==> src/rtl/div_share_arbiter.sv <==
// div_share_arbiter: round-robin sharing of one fixed-latency divider.
// A tag pipeline tracks each operation so quotients return to their owner.
module div_share_arbiter #(
  parameter int NUM_REQ     = 4,
  parameter int DIV_LATENCY = 3
) (
  input  logic                  clk,
  input  logic                  rst,
  input  logic [NUM_REQ-1:0]    req_valid,
  output logic [NUM_REQ-1:0]    req_ready,
  input  logic [16*NUM_REQ-1:0] req_num,
  input  logic [16*NUM_REQ-1:0] req_den,
  output logic [15:0]           div_num,
  output logic [15:0]           div_den,
  input  logic [15:0]           div_result,
  output logic [NUM_REQ-1:0]    rsp_valid,
  output logic [16*NUM_REQ-1:0] rsp_data,
  output logic [NUM_REQ-1:0]    rsp_dz,
  input  logic [NUM_REQ-1:0]    rsp_ready,
  output logic                  idle
);

  localparam int IDX_W = $clog2(NUM_REQ);
  localparam int NST   = DIV_LATENCY + 1;
  localparam int LST   = DIV_LATENCY;

  logic [NUM_REQ-1:0]        r_pending;
  logic [IDX_W-1:0]          r_ptr;
  logic [NST-1:0]            r_tag_v;
  logic [NST-1:0]            r_tag_dz;
  logic [NST-1:0][IDX_W-1:0] r_tag_idx;

  logic [NUM_REQ-1:0] w_elig;
  logic [NUM_REQ-1:0] w_rsp_hs;
  logic               w_gnt;
  logic [IDX_W-1:0]   w_gnt_idx;
  logic [IDX_W-1:0]   w_cand;
  logic [IDX_W-1:0]   w_ptr_nxt;
  logic [15:0]        w_gnt_num;
  logic [15:0]        w_gnt_den;
  logic               w_gnt_dz;
  logic               w_cap;
  logic [IDX_W-1:0]   w_cap_idx;
  logic               w_cap_dz;
  logic [15:0]        w_cap_data;

  // A requester with an operation outstanding is not eligible again.
  assign w_elig   = req_valid & ~r_pending;
  assign w_rsp_hs = rsp_valid & rsp_ready;

  // First eligible requester at or after the pointer wins.
  always_comb begin
    w_gnt     = 1'b0;
    w_gnt_idx = '0;
    w_cand    = '0;
    for (int k = 0; k < NUM_REQ; k++) begin
      w_cand = IDX_W'((int'(r_ptr) + k) % NUM_REQ);
      if (!w_gnt && w_elig[w_cand]) begin
        w_gnt     = 1'b1;
        w_gnt_idx = w_cand;
      end
    end
  end

  // One-hot accept and operand mux for the winner.
  always_comb begin
    req_ready = '0;
    w_gnt_num = '0;
    w_gnt_den = '0;
    for (int i = 0; i < NUM_REQ; i++) begin
      if (w_gnt_idx == IDX_W'(i)) begin
        req_ready[i] = w_gnt;
        w_gnt_num    = req_num[16*i +: 16];
        w_gnt_den    = req_den[16*i +: 16];
      end
    end
  end

  assign w_gnt_dz  = (w_gnt_den == 16'd0);
  assign w_ptr_nxt = (w_gnt_idx == IDX_W'(NUM_REQ - 1)) ?
                     '0 : w_gnt_idx + 1'b1;

  // Pointer moves just past the winner; holds when nobody is granted.
  always_ff @(posedge clk or posedge rst) begin
    if (rst) begin
      r_ptr <= '0;
    end else if (w_gnt) begin
      r_ptr <= w_ptr_nxt;
    end
  end

  // Pending tracks one outstanding operation per requester.
  always_ff @(posedge clk or posedge rst) begin
    if (rst) begin
      r_pending <= '0;
    end else begin
      for (int i = 0; i < NUM_REQ; i++) begin
        if (w_gnt && w_gnt_idx == IDX_W'(i)) begin
          r_pending[i] <= 1'b1;
        end else if (w_rsp_hs[i]) begin
          r_pending[i] <= 1'b0;
        end
      end
    end
  end

  // Operands are launched to the divider only on a grant.
  always_ff @(posedge clk or posedge rst) begin
    if (rst) begin
      div_num <= '0;
      div_den <= '0;
    end else if (w_gnt) begin
      div_num <= w_gnt_num;
      div_den <= w_gnt_den;
    end
  end

  // Tag pipeline: free-running shift matched to the divider latency.
  always_ff @(posedge clk or posedge rst) begin
    if (rst) begin
      r_tag_v   <= '0;
      r_tag_dz  <= '0;
      r_tag_idx <= '0;
    end else begin
      r_tag_v[0]   <= w_gnt;
      r_tag_dz[0]  <= w_gnt_dz;
      r_tag_idx[0] <= w_gnt_idx;
      for (int s = 1; s < NST; s++) begin
        r_tag_v[s]   <= r_tag_v[s-1];
        r_tag_dz[s]  <= r_tag_dz[s-1];
        r_tag_idx[s] <= r_tag_idx[s-1];
      end
    end
  end

  // The last tag stage lines up with the quotient for its operands.
  assign w_cap      = r_tag_v[LST];
  assign w_cap_idx  = r_tag_idx[LST];
  assign w_cap_dz   = r_tag_dz[LST];
  assign w_cap_data = w_cap_dz ? 16'hFFFF : div_result;

  // Response slots capture a quotient and hold it until accepted.
  always_ff @(posedge clk or posedge rst) begin
    if (rst) begin
      rsp_valid <= '0;
      rsp_data  <= '0;
      rsp_dz    <= '0;
    end else begin
      for (int i = 0; i < NUM_REQ; i++) begin
        if (w_cap && w_cap_idx == IDX_W'(i)) begin
          rsp_valid[i]         <= 1'b1;
          rsp_data[16*i +: 16] <= w_cap_data;
          rsp_dz[i]            <= w_cap_dz;
        end else if (w_rsp_hs[i]) begin
          rsp_valid[i] <= 1'b0;
        end
      end
    end
  end

  assign idle = ~|r_pending;

endmodule

==> config.mk <==
export PLATFORM = sky130hd
export DESIGN_NAME = div_share_arbiter
export DESIGN_NICKNAME = d
export VERILOG_FILES = /design/src/rtl/div_share_arbiter.sv
export SDC_FILE = /design/constraint.sdc
export NUM_CORES = 1
export LEC_CHECK = 0
export CORE_AREA = 2 2 134 136
export CTS_CLUSTER_DIAMETER = 80
export DETAILED_ROUTE_END_ITERATION = 16
export DIE_AREA = 0 0 136 138
export PLACE_DENSITY_LB_ADDON = 0.25
export SLEW_MARGIN = 20
export SYNTH_ARGS = -nofsm -noshare
export SYNTH_HDL_FRONTEND = slang
export SYNTH_SLANG_ARGS = --single-unit
==> constraint.sdc <==
create_clock -name clk -period 5 [get_ports clk]
set_clock_uncertainty 0.2 [all_clocks]
set_input_delay 0.5 -clock clk [delete_from_list [all_inputs] [get_ports clk]]
set_output_delay 0.5 -clock clk [all_outputs]
set_load 0.05 [all_outputs]
==> summary.txt <==
Status
  – Status: completed

Synthesis
  – Syn. warnings: 0
  – Mapped cell area: 5490 µm²
  – Count leader, synth: dfrtp_1
  – #FFs+latches synth: 126
  – Sequential area share after synthesis: 57.5%
  – Synth area leaders: dfrtp_1 (57%), nand2_1 (7.2%), a21oi_1 (6.2%)
  – Area leader, netlist: dfrtp_1
  – Synth top area share: 57.5%
  – Top_reg_cell synth: dfrtp_1
  – Syn Nets: 734
  – Yosys cell types: 38
  – Mapped Cells: 576
  – Avg Cell Area, Syn: 9.52 µm²
  – Post-synth EDFFs: 0
  – Ys async rst share: 100%
  – Top post-synthesis cells by count: dfrtp_1 (126), nand2_1 (105), a21oi_1 (68), nor2_1 (54), o21ai_0 (38)

Worst hold path
  – Hold Startpoint: r_tag_v[2]
  – Worst min path class: reg2reg
  – Hold Path Sink: r_tag_v[3]
  – Hold depth: 0

Cells and area
  – Area Growth Syn to Fin: 62.4%
  – Final core occ: 50.8%
  – Nets: 986
  – Layout cells sized above 1: 6.90%
  – Diodes inserted: 0

Global route
  – Largest net degree at the start of global routing: 89
  – Initial antenna violation count: 0
  – Grt ovf: 0
  – First-pass GRT wire length: 27.5 mm
  – Number of global-route vias before repair: 5175
  – Overall global routing resource usage: 19.1%

STA
  – Final hold slack: 141 ps
  – Min Tclk post-route: 3880 ps
  – Max Transition Viols Final: 0
  – Unrepaired setup endpoints after global routing: false
  – Post-route worst setup slack: 1120 ps
  – Actual slew at the worst max-slew pin: 875 ps
  – Setup TNS: 0 ps
  – Final Hold Fails: 0
  – Final period util: 77.7%
  – Relative slew slack: 41.4%
  – Final setup violation count: 0
  – Fmax: 258 MHz

Drt
  – Routed WL: 17.8 mm
  – Via density: 4.78
  – Antenna viol nets, final: 0
  – DRT Pass-1 Iters: 4
  – Drt wl/cell: 16.6 µm
  – Vias: 5110
  – DRC errors left: 0
  – First DRT Iteration DRCs: 193

CTS
  – CTS tree: yes
  – Clock latency on the worst-skew pair: 410 ps
  – CTS buffer count: 17
  – Postcts setup bufs: 0
  – CTS Root Cell: clkbuf_16
  – CTS HTree Levels: 4
  – Hold Buf Count CTS: 0
  – Clk slew on worst S/H paths: 60 ps
  – Clk sinks: 126
  – CTS max path bufs: 2
  – Post-CTS Resized: 0

Die
  – Row count: 49
  – Die Span Y: 138 µm
  – Die area: 18800 µm²
  – Starting Density: 31.3%
  – Die W: 136 µm
  – Io pins: 263
  – Core area: 17500 µm²

Critical path
  – R2R Path Start: r_pending[0]
  – CP delay by family, top: buffers and inverters
  – CP max-delay cell: clkdlybuf4s50_1
  – FF-to-FF setup slack: 1530 ps
  – WS Path Type: in2out
  – Buffers and inverters on the worst path: 2
  – Worst Reg-to-Reg Cells: 11
  – Startpoint Class: primary input
  – CP endpoint kind: output pin
  – Slowest stage delay, CP: 840 ps
  – CP Cell Sequence: clkdlybuf4s50_1, nor2b_1, a21oi_1, nand2b_1, a21oi_1, or2_1, ha_1, and2_1, clkdlybuf4s50_1
  – Crit path max fanout: 4
  – Crit Reg-Reg Endpoint: r_tag_dz[0]
  – Worst EP required: 4300 ps
  – Critical Path AT: 3180 ps

Pwr
  – PD cells: 817 nW/µm²
  – Lkg Pwr: 0.00379 µW
  – Worst VDD drop: 0.384 mV

Place
  – Dpl ws: 953 ps
  – Gp weighted congestion: 0.821
  – Detailed placer's ending HPWL: 13.0 mm
  – Number of port buffers: 262

Run
  – Max-Cap Viols: 0
## power breakdown
part | switching, µW | internal (µW) | total (µW)
sequential | 267 | 1510 | 1780
clock | 467 | 783 | 1250
combinational | 2810 | 1440 | 4250
## logic make-up after synthesis
logic type | share of synthesized area (%)
muxes | 1.00
and+or+nand+nor | 17.8
AOI/OAI and AO/OA | 18.8
buffers and inverters | 4.01
DFF | 57.5
adders and majority gates | 0.912
## layer usage
| metal | wire [µm] | vias up | global-route usage (%) |
|---|---|---|---|
| li1 | - | 2508 | - |
| met1 | 7350 | 2333 | 23.4 |
| met2 | 8480 | 234 | 31.3 |
| met3 | 1410 | 35 | 5.28 |
| met4 | 553 | 0 | 8.50 |
| met5 | 0 | - | 0 |
## sequential cells by signal (all words and copies together), names as in the netlist, 4 cells and up
signal     cells
div_den       16
rsp_data      64
rsp_dz         4
r_pending      4
r_tag_v        4
rsp_valid      4
div_num       16
r_tag_dz       4
r_tag_idx      6
## cell type report
| class | instances | area (µm²) |
|---|---|---|
| Timing Repair Buffer | 273 | 2710 |
| Fill cell | 1653 | 8630 |
| Clock inverter | 14 | 168 |
| Tap cell | 229 | 287 |
| Sequential cell | 126 | 3150 |
| Multi-Input combinational cell | 403 | 2130 |
| Inverter | 7 | 31.3 |
| Clock buffer | 18 | 429 |
## metrics by stage
| step | instance area, µm² | power (µW) | instances |
|---|---|---|---|
| floorplan | 5490 | 4680 | 576 |
| global placement | 8310 | 6030 | 1038 |
| detailed placement | 8310 | 6080 | 1038 |
| CTS | 8910 | 7360 | 1070 |
| global route | 8910 | 7740 | 1070 |
| finish | 8910 | 7280 | 1070 |
## how the worst max path moves through the flow
stage                             from      endpoint  slack, ps  cells after the start
final                     req_valid[0]  req_ready[0]       1120                      9
after global routing      req_valid[1]  req_ready[0]        920                      9
after CTS                 req_valid[0]  req_ready[0]       1120                      9
after detailed placement  req_valid[0]   r_tag_dz[0]        950                     12
after global placement    req_valid[0]   r_tag_dz[0]        990                     12
after floorplan                    rst    div_den[0]        940                      1
## placed cells by master (no fill, tap or decap), types with 4 or more instances in the layout
| master | count |
|---|---|
| a21oi_1 | 68 |
| o21ai_0 | 38 |
| clkbuf_16 | 17 |
| inv_1 | 4 |
| nor4_1 | 5 |
| dfrtp_1 | 126 |
| nor2_1 | 54 |
| nand2b_1 | 5 |
| nand2_1 | 105 |
| ha_1 | 4 |
| clkdlybuf4s50_1 | 260 |
| clkinv_2 | 4 |
| nor3_1 | 15 |
| nor2b_1 | 19 |
| and2_1 | 4 |
| a22oi_1 | 16 |
| o22ai_1 | 13 |
| a221oi_1 | 15 |
| o21ai_1 | 16 |
| buf_4 | 12 |
| a21o_1 | 5 |
(Power assumes the default switching activity.)
